### config.mk
export PLATFORM = sky130hd
export DESIGN_NAME = ifetch_unit
export DESIGN_NICKNAME = d
export VERILOG_FILES = /design/src/rtl/riscv_pkg.sv /design/src/rtl/fetch_fifo.sv /design/src/rtl/ifetch_unit.sv
export SDC_FILE = /design/constraint.sdc
export NUM_CORES = 1
export LEC_CHECK = 0
export BUFFER_PORTS_ARGS = -buffer_cell sky130_fd_sc_hd__buf_2
export CAP_MARGIN = 5
export CORE_ASPECT_RATIO = 2
export CORE_UTILIZATION = 49
export DETAILED_ROUTE_END_ITERATION = 6
export GPL_ROUTABILITY_DRIVEN = 0
export GPL_TIMING_DRIVEN = 0
export PLACE_DENSITY = 0.75
export SLEW_MARGIN = 15
export SYNTH_ARGS = -nofsm -noshare
export SYNTH_HDL_FRONTEND = slang
export SYNTH_HIERARCHICAL = 1
export SYNTH_SLANG_ARGS = --single-unit
### constraint.sdc
create_clock -name clk -period 3.1 [get_ports clk]
set_input_delay 0.31 -clock clk [delete_from_list [all_inputs] [get_ports clk]]
set_output_delay 0.31 -clock clk [all_outputs]
set_load 0.01 [all_outputs]
### src/rtl/riscv_pkg.sv
// Shared RISC-V core definitions: word type, reset PC, NOP encoding and base opcodes.
package riscv_pkg;

   localparam int unsigned XLEN = 32;

   typedef logic [XLEN-1:0] word_t;

   localparam word_t RESET_PC_DEFAULT = 32'h0000_0000;
   localparam word_t NOP              = 32'h0000_0013;  // addi x0, x0, 0

   typedef enum logic [6:0] {
      OpLoad   = 7'h03,
      OpImm    = 7'h13,
      OpAuipc  = 7'h17,
      OpStore  = 7'h23,
      OpReg    = 7'h33,
      OpLui    = 7'h37,
      OpBranch = 7'h63,
      OpJalr   = 7'h67,
      OpJal    = 7'h6f,
      OpSystem = 7'h73
   } opcode_e;

   function automatic word_t word_align(input word_t pc);
      return pc & ~word_t'(3);
   endfunction

endpackage

### src/rtl/fetch_fifo.sv
// Synchronous DEPTH-entry instruction word FIFO with push, pop, flush and occupancy count.
module fetch_fifo
   import riscv_pkg::*;
#(
   parameter int unsigned DEPTH = 2
) (
   input  logic                       clk,
   input  logic                       rst,
   input  logic                       push,
   input  word_t                      push_data,
   input  logic                       pop,
   input  logic                       flush,
   output word_t                      head_data,
   output logic [$clog2(DEPTH):0]     count
);

   localparam int unsigned PW = $clog2(DEPTH);
   localparam int unsigned CW = PW + 1;

   logic [PW-1:0] rd_ptr_q, wr_ptr_q;
   logic [CW-1:0] count_q;
   word_t         mem_q [DEPTH];

   always_ff @(posedge clk or posedge rst) begin
      if (rst) begin
         rd_ptr_q <= '0;
         wr_ptr_q <= '0;
         count_q  <= '0;
         for (int i = 0; i < int'(DEPTH); i++) begin
            mem_q[i] <= NOP;
         end
      end else if (flush) begin
         rd_ptr_q <= '0;
         wr_ptr_q <= '0;
         count_q  <= '0;
      end else begin
         if (push) begin
            mem_q[wr_ptr_q] <= push_data;
            wr_ptr_q        <= wr_ptr_q + PW'(1);
         end
         if (pop) begin
            rd_ptr_q <= rd_ptr_q + PW'(1);
         end
         count_q <= count_q + CW'(push) - CW'(pop);
      end
   end

   assign head_data = mem_q[rd_ptr_q];
   assign count     = count_q;

endmodule

### src/rtl/ifetch_unit.sv
// Instruction fetch unit: issues word fetches, buffers in-order responses for decode,
// and discards responses belonging to requests issued before a redirect.
module ifetch_unit
   import riscv_pkg::*;
#(
   parameter word_t       RESET_PC = RESET_PC_DEFAULT,
   parameter int unsigned DEPTH    = 2
) (
   input  logic        clk,
   input  logic        rst,
   input  logic        redirect_valid,
   input  logic [31:0] redirect_pc,
   output logic        imem_req_valid,
   input  logic        imem_req_ready,
   output logic [31:0] imem_req_addr,
   input  logic        imem_resp_valid,
   input  logic [31:0] imem_resp_data,
   output logic        instr_valid,
   input  logic        instr_ready,
   output logic [31:0] instr,
   output logic [31:0] instr_pc
);

   localparam int unsigned CW = $clog2(DEPTH) + 1;
   localparam int unsigned BW = CW + 2;

   word_t         fetch_pc_q, head_pc_q;
   word_t         redirect_target;
   logic [CW-1:0] outstanding_q, outstanding_d;
   logic [CW-1:0] drop_cnt_q, drop_cnt_d;
   logic [CW-1:0] occupancy;
   logic [BW-1:0] budget;
   logic          req_fire, resp_stale, resp_live, push, pop;

   assign redirect_target = word_align(redirect_pc);

   // Stale responses still need a slot in time, so they count against the buffer budget.
   assign budget = BW'(outstanding_q) + BW'(drop_cnt_q) + BW'(occupancy);

   assign imem_req_valid = !rst && !redirect_valid && (budget < BW'(DEPTH));
   assign imem_req_addr  = fetch_pc_q;

   assign req_fire   = imem_req_valid & imem_req_ready;
   assign resp_stale = imem_resp_valid & (drop_cnt_q != '0);
   assign resp_live  = imem_resp_valid & (drop_cnt_q == '0);
   assign push       = resp_live & ~redirect_valid;
   assign pop        = instr_valid & instr_ready & ~redirect_valid;

   always_comb begin
      drop_cnt_d    = drop_cnt_q - CW'(resp_stale);
      outstanding_d = outstanding_q + CW'(req_fire) - CW'(resp_live);
      if (redirect_valid) begin
         // Every request still in flight becomes stale; a live beat this cycle is already gone.
         drop_cnt_d    = drop_cnt_q - CW'(resp_stale) + outstanding_q - CW'(resp_live);
         outstanding_d = '0;
      end
   end

   always_ff @(posedge clk or posedge rst) begin
      if (rst) begin
         fetch_pc_q    <= RESET_PC;
         head_pc_q     <= RESET_PC;
         outstanding_q <= '0;
         drop_cnt_q    <= '0;
      end else begin
         outstanding_q <= outstanding_d;
         drop_cnt_q    <= drop_cnt_d;
         if (redirect_valid) begin
            fetch_pc_q <= redirect_target;
            head_pc_q  <= redirect_target;
         end else begin
            if (req_fire) begin
               fetch_pc_q <= fetch_pc_q + 32'd4;
            end
            if (pop) begin
               head_pc_q <= head_pc_q + 32'd4;
            end
         end
      end
   end

   fetch_fifo #(
      .DEPTH(DEPTH)
   ) u_fetch_fifo (
      .clk       (clk),
      .rst       (rst),
      .push      (push),
      .push_data (imem_resp_data),
      .pop       (pop),
      .flush     (redirect_valid),
      .head_data (instr),
      .count     (occupancy)
   );

   assign instr_valid = (occupancy != '0);
   assign instr_pc    = head_pc_q;

endmodule

==> results of run 1 <==
## worst max-delay path, delay by kind of cell, from the launching register on
kind	cells	cell delay (ns)
adder cells (fa/ha/maj)	4	1.28
buffers and inverters	6	0.64
AND/OR/NAND/NOR	3	0.40
flip-flops	1	0.35
XOR/XNOR	1	0.16
## power groups by stage
| stage | clock (mW) | sequential, mW | combinational, mW |
|---|---|---|---|
| after floorplan | 0 | 2.50 | 1.21 |
| after global placement | 0 | 2.50 | 1.82 |
| after detailed placement | 0 | 2.55 | 1.89 |
| after CTS | 2.16 | 2.52 | 1.95 |
| after global routing | 2.22 | 2.58 | 2.17 |
| final | 2.13 | 2.53 | 1.99 |
## worst paths after layout
path | startpoint | to | slack (ns) | cells after the start
setup reg to reg | outstanding_q[1] | outstanding_q[1] | 0.12 | 14
hold / removal | redirect_pc[5] | instr_pc[5] | 0.12 | 2
max in group asynchronous | rst | u_fetch_fifo/mem_q[1] | 2.11 | 4
min in group asynchronous | rst | instr_pc[5] | 0.41 | 3
setup / recovery | outstanding_q[1] | outstanding_q[1] | 0.12 | 14
hold reg to reg | u_fetch_fifo/mem_q[60] | u_fetch_fifo/mem_q[60] | 0.49 | 1
## logic make-up after synthesis
group           Yosys count  share of synthesized area
mux                     102                      0.168
buf+inv                  49                     0.0412
xor+xnor                 38                     0.0508
simple gates            176                      0.145
compound gates           93                     0.0882
flops                   132                      0.485
other cells               1                   0.000549
fa+ha+maj                11                     0.0213
## state kept, by name (all words and copies together) (netlist names)
| signal | count |
|---|---|
| drop_cnt_q | 2 |
| imem_req_addr | 30 |
| instr_pc | 30 |
| outstanding_q | 2 |
| u_fetch_fifo/count | 2 |
| u_fetch_fifo/mem_q | 64 |
| u_fetch_fifo/rd_ptr_q | 1 |
| u_fetch_fifo/wr_ptr_q | 1 |
## stage by stage
stage	std cells	instance area, um^2	setup slack (ns)	setup TNS [ns]
floorplan	605	6840	0.176	0
global placement	921	7840	-0.377	-0.749
detailed placement	923	7900	-0.435	-0.921
CTS	960	8570	0.00407	0
global route	963	8620	-0.0153	-0.0153
finish	963	8620	0.124	0
## layer usage
metal / track usage / up-vias / part of all wire
met5: 0 / - / 0
met4: 0.171 / 0 / 0.052
met1: 0.272 / 2810 / 0.33
met2: 0.538 / 277 / 0.56
met3: 0.0551 / 68 / 0.063
li1: - / 2575 / -
## layout by cell type, fill, tap and decap left out, types with 6 or more instances in the layout
| master | instances |
|---|---|
| buf_2 | 167 |
| dfrtp_1 | 126 |
| mux2_2 | 99 |
| nand2_1 | 53 |
| o21ai_0 | 43 |
| nand3_1 | 27 |
| nor2_1 | 23 |
| nand4_1 | 22 |
| xor2_1 | 22 |
| clkbuf_16 | 17 |
| xnor2_1 | 15 |
| inv_1 | 14 |
| o211ai_1 | 13 |
| clkbuf_1 | 12 |
| buf_4 | 12 |
| o311ai_0 | 10 |
| and3_1 | 10 |
| ha_1 | 10 |
| a21oi_1 | 6 |
| dfstp_2 | 6 |
## repair_timing
item | 4_1_cts | 5_1_grt
hold buffers | 1 | 0
setup buffers | 5 | 3
resized for setup | 6 | 6
pin swaps | 1 | 0
endpoints found under the hold margin | 20 | 0
setup endpoints to repair | 3 | 6
## area by class of cell
cell class,instances,area [um^2],share of cell area
Multi-Input combinational cell,424,3260,0.379
Buffer,30,224,0.0260
Tap cell,155,194,0.0225
Clock inverter,12,180,0.0209
Clock buffer,20,437,0.0507
Inverter,18,76.3,0.00886
Sequential cell,132,3310,0.384
Timing Repair Buffer,172,931,0.108
==> impl_metrics.ini, run 1 <==
[detailed_routing]
ant_nets = 0
drt-vias-per-instance = 5.95
vias = 5730
drtIter0Drc = 216
wl_mm = 19.9
drc = 0
drt-pass1-iter-count = 5
post_drt_wl_per_cell_um = 20.6

[sta]
post-route-period-util = 0.960
final-hold-violation-count = 0
whs_ns = 0.123
timing.fmax_mhz = 336
clock_skew_ns = 0.0141
maxSlewViolCount = 0
setup_viol = 0
fin_crit_ns = 2.98
max-slew-margin-rel = 0.489
worstMarginPinSlew_ns = 0.763

[synth]
syn_avg_cell_area_um2 = 11.3
yosysWarnings = 6
yosysSeqAreaShare = 0.485
yosys.cell_types.count = 57
synth_area_leader_cell = dfrtp_1
synthFlopType = dfrtp_1
synth_edf_count = 0
async_flop_share = 1.00
syn_inst = 602
synth_area_um2 = 6830
synthMostInstantiatedCell = dfrtp_1
synth_top_area_frac = 0.462
synth-seq-cells = 132
synth_area_leaders = dfrtp_1 (46%), mux2_2 (16%), o21ai_0 (3.2%)
synth_common_cells = dfrtp_1 (126), mux2_2 (99), nand2_1 (53)

[finish]
diodes = 0
drive_above_1_share = 0.433
nNetsFinal = 876
fillers = 1041
final_util = 0.638
area_growth_pct = 26.2

[grt]
antenna_found_initial = 0
grt_first_pass_wirelength_mm = 31.1
grt_max_degree = 57
grt_use_total = 0.283
grt_overflow = 0
grt_pass1_vias = 6061

[placement]
post-dp-hpwl_mm = 14.8
place.port_buffers = 161

[floorplan]
die_x_um = 85.5
core_area_um2 = 13500
die_area_um2 = 14400
initial_core_util = 0.505
die_h_um = 169
io-pin-count = 168
rows = 60

[worst_hold_path]
hold_class = in2reg

[critical_path]
crit_fanout = 10
max_stage_delay_ns = 0.53
path_class = reg2reg
cp_slowest_cell = fa_1
cp.arrival_ns = 3.24
cp-end-kind = flop
crit_required_ns = 3.37
start_kind = flop
cp_cell_sequence = inv_1 -> fa_1 -> inv_1 -> ha_1 -> nand2b_4 -> nor4_4 -> buf_4 -> clkinvlp_4 -> buf_8 -> ha_1 -> inv_1 -> ha_1 -> xnor2_1 -> nor2_1

[power_and_ir_drop]
p_sw_frac = 0.313
p_total_mw = 6.65
p_sw_mw = 2.08
combPwrFrac = 0.299
power.density_nw_per_um2 = 772
vdd_ir_drop_max_uv = 528
clkPwrFrac = 0.320
p_leak_nw = 4.11
intPower_mw = 4.57
seq_power_share = 0.380

[status]
outcome = finished, final reports clean

[job]
cap_violations = 0

[clocking]
clk_pin_slew_ns = 0.06
clock_path_buffers = 2
root_buffer = clkbuf_16
cts_tree = built
cts_sinks = 132
cts_buffers = 17
clkLatencyLatePin_ns = 0.41
cts_max_level = 4
No activity file was read; power rests on OpenSTA's default activity.
==> run 2, diff against run 1 <==
--- a/config.mk
+++ b/config.mk
@@ -8,11 +8,11 @@
 export BUFFER_PORTS_ARGS = -buffer_cell sky130_fd_sc_hd__buf_2
 export CAP_MARGIN = 5
 export CORE_ASPECT_RATIO = 2
-export CORE_UTILIZATION = 49
+export CORE_UTILIZATION = 50
 export DETAILED_ROUTE_END_ITERATION = 6
 export GPL_ROUTABILITY_DRIVEN = 0
 export GPL_TIMING_DRIVEN = 0
-export PLACE_DENSITY = 0.75
+export PLACE_DENSITY = 0.74
 export SLEW_MARGIN = 15
 export SYNTH_ARGS = -nofsm -noshare
 export SYNTH_HDL_FRONTEND = slang
==> constraint.sdc (replaced) <==
create_clock -name clk -period 3.55 [get_ports clk]
set_input_delay 0.355 -clock clk [delete_from_list [all_inputs] [get_ports clk]]
set_output_delay 0.355 -clock clk [all_outputs]
set_load 0.01 [all_outputs]
==> run 2 against run 1 <==
  * The flow now finishes with violations (DRC)
  * Routed wire length grew 0.56%
  * Register-to-register slack gained 0.18 ns
  * Worst setup slack gained 0.18 ns
  * Clock skew shrank 0.0035 ns
  * Non-clock buffer count shrank 6
  * Sequential power shrank 13%
  * Clock power shrank 17%
  * Global-route usage grew 0.83 points
  * Critical endpoint is now imem_req_addr[7]
  * Largest power group unchanged
==> impl_metrics.ini, run 2 (synthesis results as in run 1) <==
[clocking]
cts_max_level = 4
clk_pin_slew_ns = 0.06
clock_path_buffers = 2
root_buffer = clkbuf_16
cts_buffers = 17
cts_tree = built
clkLatencyLatePin_ns = 0.41
cts_sinks = 132

[detailed_routing]
drc = 10
drtIter0Drc = 258
drt-pass1-iter-count = 7
post_drt_wl_per_cell_um = 20.9
drt-vias-per-instance = 5.92
ant_nets = 0
wl_mm = 20.0
vias = 5670

[finish]
register_area_um2 = 3310
nNetsFinal = 870
drive_above_1_share = 0.426
diodes = 0
largest_register = u_fetch_fifo/mem_q
area_growth_pct = 24.7
fillers = 1089
multi_input_area_um2 = 3250
final_common_cell = buf_2
largest_register_ffs = 64
most-common-layout-cells = buf_2 (169), dfrtp_1 (126), mux2_2 (99)

[placement]
post-place-ws_ns = -0.00718
place.port_buffers = 161
post-dp-hpwl_mm = 14.8

[power_and_ir_drop]
p_leak_nw = 4.04
power.density_nw_per_um2 = 663
vdd_ir_drop_max_uv = 334

[grt]
antenna_found_initial = 0
grt_overflow = 0
grt_use_total = 0.291
grt_first_pass_wirelength_mm = 31.4
grt_max_degree = 59
grt_pass1_vias = 5960

[floorplan]
io-pin-count = 168
die_area_um2 = 14200
die_h_um = 167
core_area_um2 = 13400
rows = 60
initial_core_util = 0.511
die_x_um = 84.6

[sta]
final.setup.tns_ns = 0
final-hold-violation-count = 0
maxSlewViolCount = 0
post-route-period-util = 0.915
timing.fmax_mhz = 308
worstMarginPinSlew_ns = 0.844
clock_skew_ns = 0.0107
rsz0062_at_grt = no
worst_slack_ns = 0.302
max-slew-margin-rel = 0.434
setup_viol = 0
fin_crit_ns = 3.25

[critical_path]
reg2reg_depth = 12
regToRegSetupSlack_ns = 0.30
path_class = reg2reg
r2r-start = outstanding_q[1]
critPathLaunch = outstanding_q[1]
cp-end-kind = flop
crit_required_ns = 3.88
start_kind = flop
cp.arrival_ns = 3.58
critPathCapture = imem_req_addr[7]
crit_fanout = 10
rr_endpoint = imem_req_addr[7]

[status]
violations = DRC
outcome = finished, violations left

[job]
cap_violations = 0

[worst_hold_path]
hold_class = in2reg
==> run 2: changes by cell type in the layout (fill, tap and decap cells not counted), moves of 2 or more <==
cell | previous run | this run
buf_2 | 167 | 169
buf_4 | 12 | 6
bufinv_16 | 4 | 2
inv_1 | 14 | 16
inv_6 | 1 | 4
==> run 2: critical path: stages, from the launching register on <==
cell and delay (ns):
dfrtp_1 0.40, inv_1 0.09, fa_1 0.53, inv_1 0.04, ha_1 0.28, nand2b_1 0.15
nor4_4 0.06, buf_4 0.18, buf_4 0.17, nor2_2 0.40, clkbuf_1 0.53, o21ai_0 0.20
o211ai_1 0.12
==> run 2: stage by stage <==
step	hold WS (ns)	area [um^2]	util	total power, mW	instances
after floorplan	0.421	6840	-	3.25	605
after global placement	0.466	7840	0.586	3.78	921
after detailed placement	0.334	7900	0.591	3.89	923
after CTS	0.156	8510	0.637	5.68	958
after global routing	0.159	8510	0.637	5.93	957
final	0.168	8510	0.637	5.64	957
==> run 2: report_power, final <==
group	internal, mW	switching, mW
Sequential	1.91	0.298
Combinational	0.841	0.824
Clock	1.06	0.702
==> run 2: area by class of cell <==
class	instances	share of cell area
multi-input cells	424	0.382
repair buffers	166	0.104
flip-flops and latches	132	0.389
inverters	18	0.00853
plain buffers	30	0.0247
clock inverters	13	0.0173
well taps	155	0.0228
clock buffers	19	0.0520
==> run 2: worst min path at each step <==
stage	cells after the start	end	startpoint	slack [ns]
floorplan	1	u_fetch_fifo/wr_ptr_q	redirect_valid	0.42
global placement	1	u_fetch_fifo/mem_q[59]	u_fetch_fifo/mem_q[59]	0.47
detailed placement	2	instr_pc[5]	rst	0.33
CTS	2	instr_pc[5]	redirect_pc[5]	0.16
global route	2	instr_pc[5]	redirect_pc[5]	0.16
finish	2	instr_pc[5]	redirect_pc[5]	0.17
==> run 2: what timing repair did <==
action / CTS / global route
resized for setup: 0 / 1
hold buffers: 1 / 0
pin swaps: 1 / 0
endpoints found under the setup margin: 2 / 6
buffers inserted: 2 / 0
hold endpoints to repair: 18 / 0
==> run 2: routing by layer <==
| metal | global-route usage | up-vias | routed length [um] |
|---|---|---|---|
| met4 | 0.170 | 0 | 926 |
| met2 | 0.551 | 295 | 11100 |
| met5 | 0 | - | 0 |
| met3 | 0.0537 | 67 | 1260 |
| li1 | - | 2559 | - |
| met1 | 0.289 | 2749 | 6670 |
==> run 3, diff against run 2 <==
--- a/config.mk
+++ b/config.mk
@@ -8,6 +8,7 @@
 export BUFFER_PORTS_ARGS = -buffer_cell sky130_fd_sc_hd__buf_2
 export CAP_MARGIN = 5
 export CORE_ASPECT_RATIO = 2
+export CORE_MARGIN = 5
 export CORE_UTILIZATION = 50
 export DETAILED_ROUTE_END_ITERATION = 6
 export GPL_ROUTABILITY_DRIVEN = 0
==> run 3 against run 2 <==
  * The flow now finishes without violations
  * Design area is 0.46% higher
  * Via count is 0.85% higher
  * Total power is 1.7% higher
  * Global-route usage is 3.7 points lower
  * Critical endpoint unchanged
  * Critical path type unchanged
  * Register-to-register slack better by 0.07 ns
  * Clock power is 6% higher
  * Sequential share of layout area is 0.18 points lower
  * Sequential power hardly changed
==> impl_metrics.ini, run 3 (synthesis results as in run 1) <==
[status]
outcome = finished, final reports clean

[sta]
clock_skew_ns = 0.0118
final-hold-violation-count = 0
maxSlewViolCount = 0
rsz0062_at_grt = no
max-slew-margin-rel = 0.444
setup_viol = 0
post-route-period-util = 0.894
worstMarginPinSlew_ns = 0.829
final.setup.tns_ns = 0
fin_crit_ns = 3.18
timing.fmax_mhz = 315

[finish]
most-common-layout-cells = buf_2 (169), dfrtp_1 (126), mux2_2 (99)
drive_above_1_share = 0.425
diodes = 0
fillers = 1088
nNetsFinal = 870
largest_register = u_fetch_fifo/mem_q
final_common_cell = buf_2
largest_register_ffs = 64
area_growth_pct = 25.3

[critical_path]
cp.arrival_ns = 3.45
cp_top_family = buffers and inverters
crit_fanout = 19
cp_cell_sequence = inv_1 -> fa_1 -> inv_1 -> ha_1 -> nand2b_1 -> nor4_4 -> buf_4 -> inv_1 -> buf_2 -> clkbuf_1 -> a21oi_1 -> o21ai_0 -> o211ai_1
start_kind = flop
crit_required_ns = 3.83
cp-end-kind = flop
path_buf_inv = 6
path_class = reg2reg
max_stage_delay_ns = 0.53
path_depth = 13
cp_slowest_cell = fa_1
critPathMostFrequentCell = inv_1
reg2reg_depth = 13

[power_and_ir_drop]
vdd_ir_drop_max_uv = 337
p_total_mw = 5.74
power.density_nw_per_um2 = 671
p_leak_nw = 4.06

[placement]
place.port_buffers = 161
post-dp-hpwl_mm = 15.3

[detailed_routing]
drtIter0Drc = 183
ant_nets = 0
post_drt_wl_per_cell_um = 20.8
wl_mm = 19.9
drc = 0
vias = 5718
drt-vias-per-instance = 5.97
drt-pass1-iter-count = 5

[floorplan]
die_area_um2 = 16200
core_area_um2 = 13400
initial_core_util = 0.508
io-pin-count = 168
rows = 60
die_h_um = 175
die_x_um = 92.6

[clocking]
clk_pin_slew_ns = 0.06
cts_sinks = 132
cts_max_level = 4
cts_buffers = 17
clock_path_buffers = 2
cts_tree = built
root_buffer = clkbuf_16
clkLatencyLatePin_ns = 0.41

[grt]
grt_max_degree = 57
antenna_found_initial = 0
grt_overflow = 0
grt_first_pass_wirelength_mm = 32.3
grt_use_total = 0.255
grt_pass1_vias = 6271

[worst_hold_path]
whs_path_depth = 2
hold_class = in2reg

[job]
cap_violations = 0
[run 3: cell count changes in the layout (fill, tap and decap cells not counted)]
| cell | previous run | this run |
|---|---|---|
| bufinv_16 | 2 | 4 |
| clkinvlp_4 | 4 | 3 |
| clkbuf_1 | 11 | 12 |
| clkinv_4 | 2 | 4 |
| inv_6 | 4 | 0 |
[run 3: power breakdown]
part / leakage, nW / switching (mW) / internal (mW)
Sequential: 1.64 / 0.293 / 1.91
Clock: 0.296 / 0.677 / 1.20
Combinational: 2.12 / 0.815 / 0.841
[run 3: timing repair]
action                                  in CTS  in global routing
hold buffers                                 1                  0
hold endpoints to repair                    21                  0
buffers inserted                             0                  2
endpoints found under the setup margin       0                  2
resized for setup                            0                  1
[run 3: path summary, 6_finish.rpt]
path / slack (ns) / startpoint / to
max: 0.37 / outstanding_q[1] / imem_req_addr[7]
min: 0.16 / redirect_pc[5] / instr_pc[5]
max reg2reg: 0.37 / outstanding_q[1] / imem_req_addr[7]
min reg2reg: 0.50 / u_fetch_fifo/mem_q[22] / u_fetch_fifo/mem_q[22]
max in group asynchronous: 2.52 / rst / u_fetch_fifo/mem_q[4]
min in group asynchronous: 0.46 / rst / imem_req_addr[5]
[run 3: cell type report]
class	count	area, um^2	area share
tap	155	194	0.0227
clock buffer	20	447	0.0522
inverter	18	72.6	0.00849
buffer	30	210	0.0246
multi-input combinational	424	3250	0.380
sequential	132	3310	0.387
clock inverter	12	183	0.0214
timing repair buffer	166	886	0.104
[run 3: worst reg2reg max path, stage by stage (launching register included)]
cell      delay, ns
dfrtp_1        0.39
inv_1          0.08
fa_1           0.53
inv_1          0.04
ha_1           0.28
nand2b_1       0.15
nor4_4         0.06
buf_4          0.18
inv_1          0.08
buf_2          0.36
clkbuf_1       0.49
a21oi_1        0.10
o21ai_0        0.19
o211ai_1       0.12
[run 3: per-layer routing]
metal / part of all wire / global-route usage / up-vias
met5: 0 / 0 / -
met4: 0.064 / 0.174 / 0
met3: 0.061 / 0.0439 / 83
met2: 0.54 / 0.460 / 292
met1: 0.33 / 0.262 / 2795
li1: - / - / 2548
[run 3: stage by stage]
step	std cells	hold slack (ns)	utilization	area [um^2]	worst slack, ns
CTS	956	0.151	0.635	8540	0.0513
global placement	921	0.465	0.583	7840	0.123
finish	957	0.164	0.636	8550	0.375
floorplan	605	0.421	-	6840	0.626
global route	957	0.149	0.636	8550	0.0598
detailed placement	923	0.339	0.588	7900	0.0596
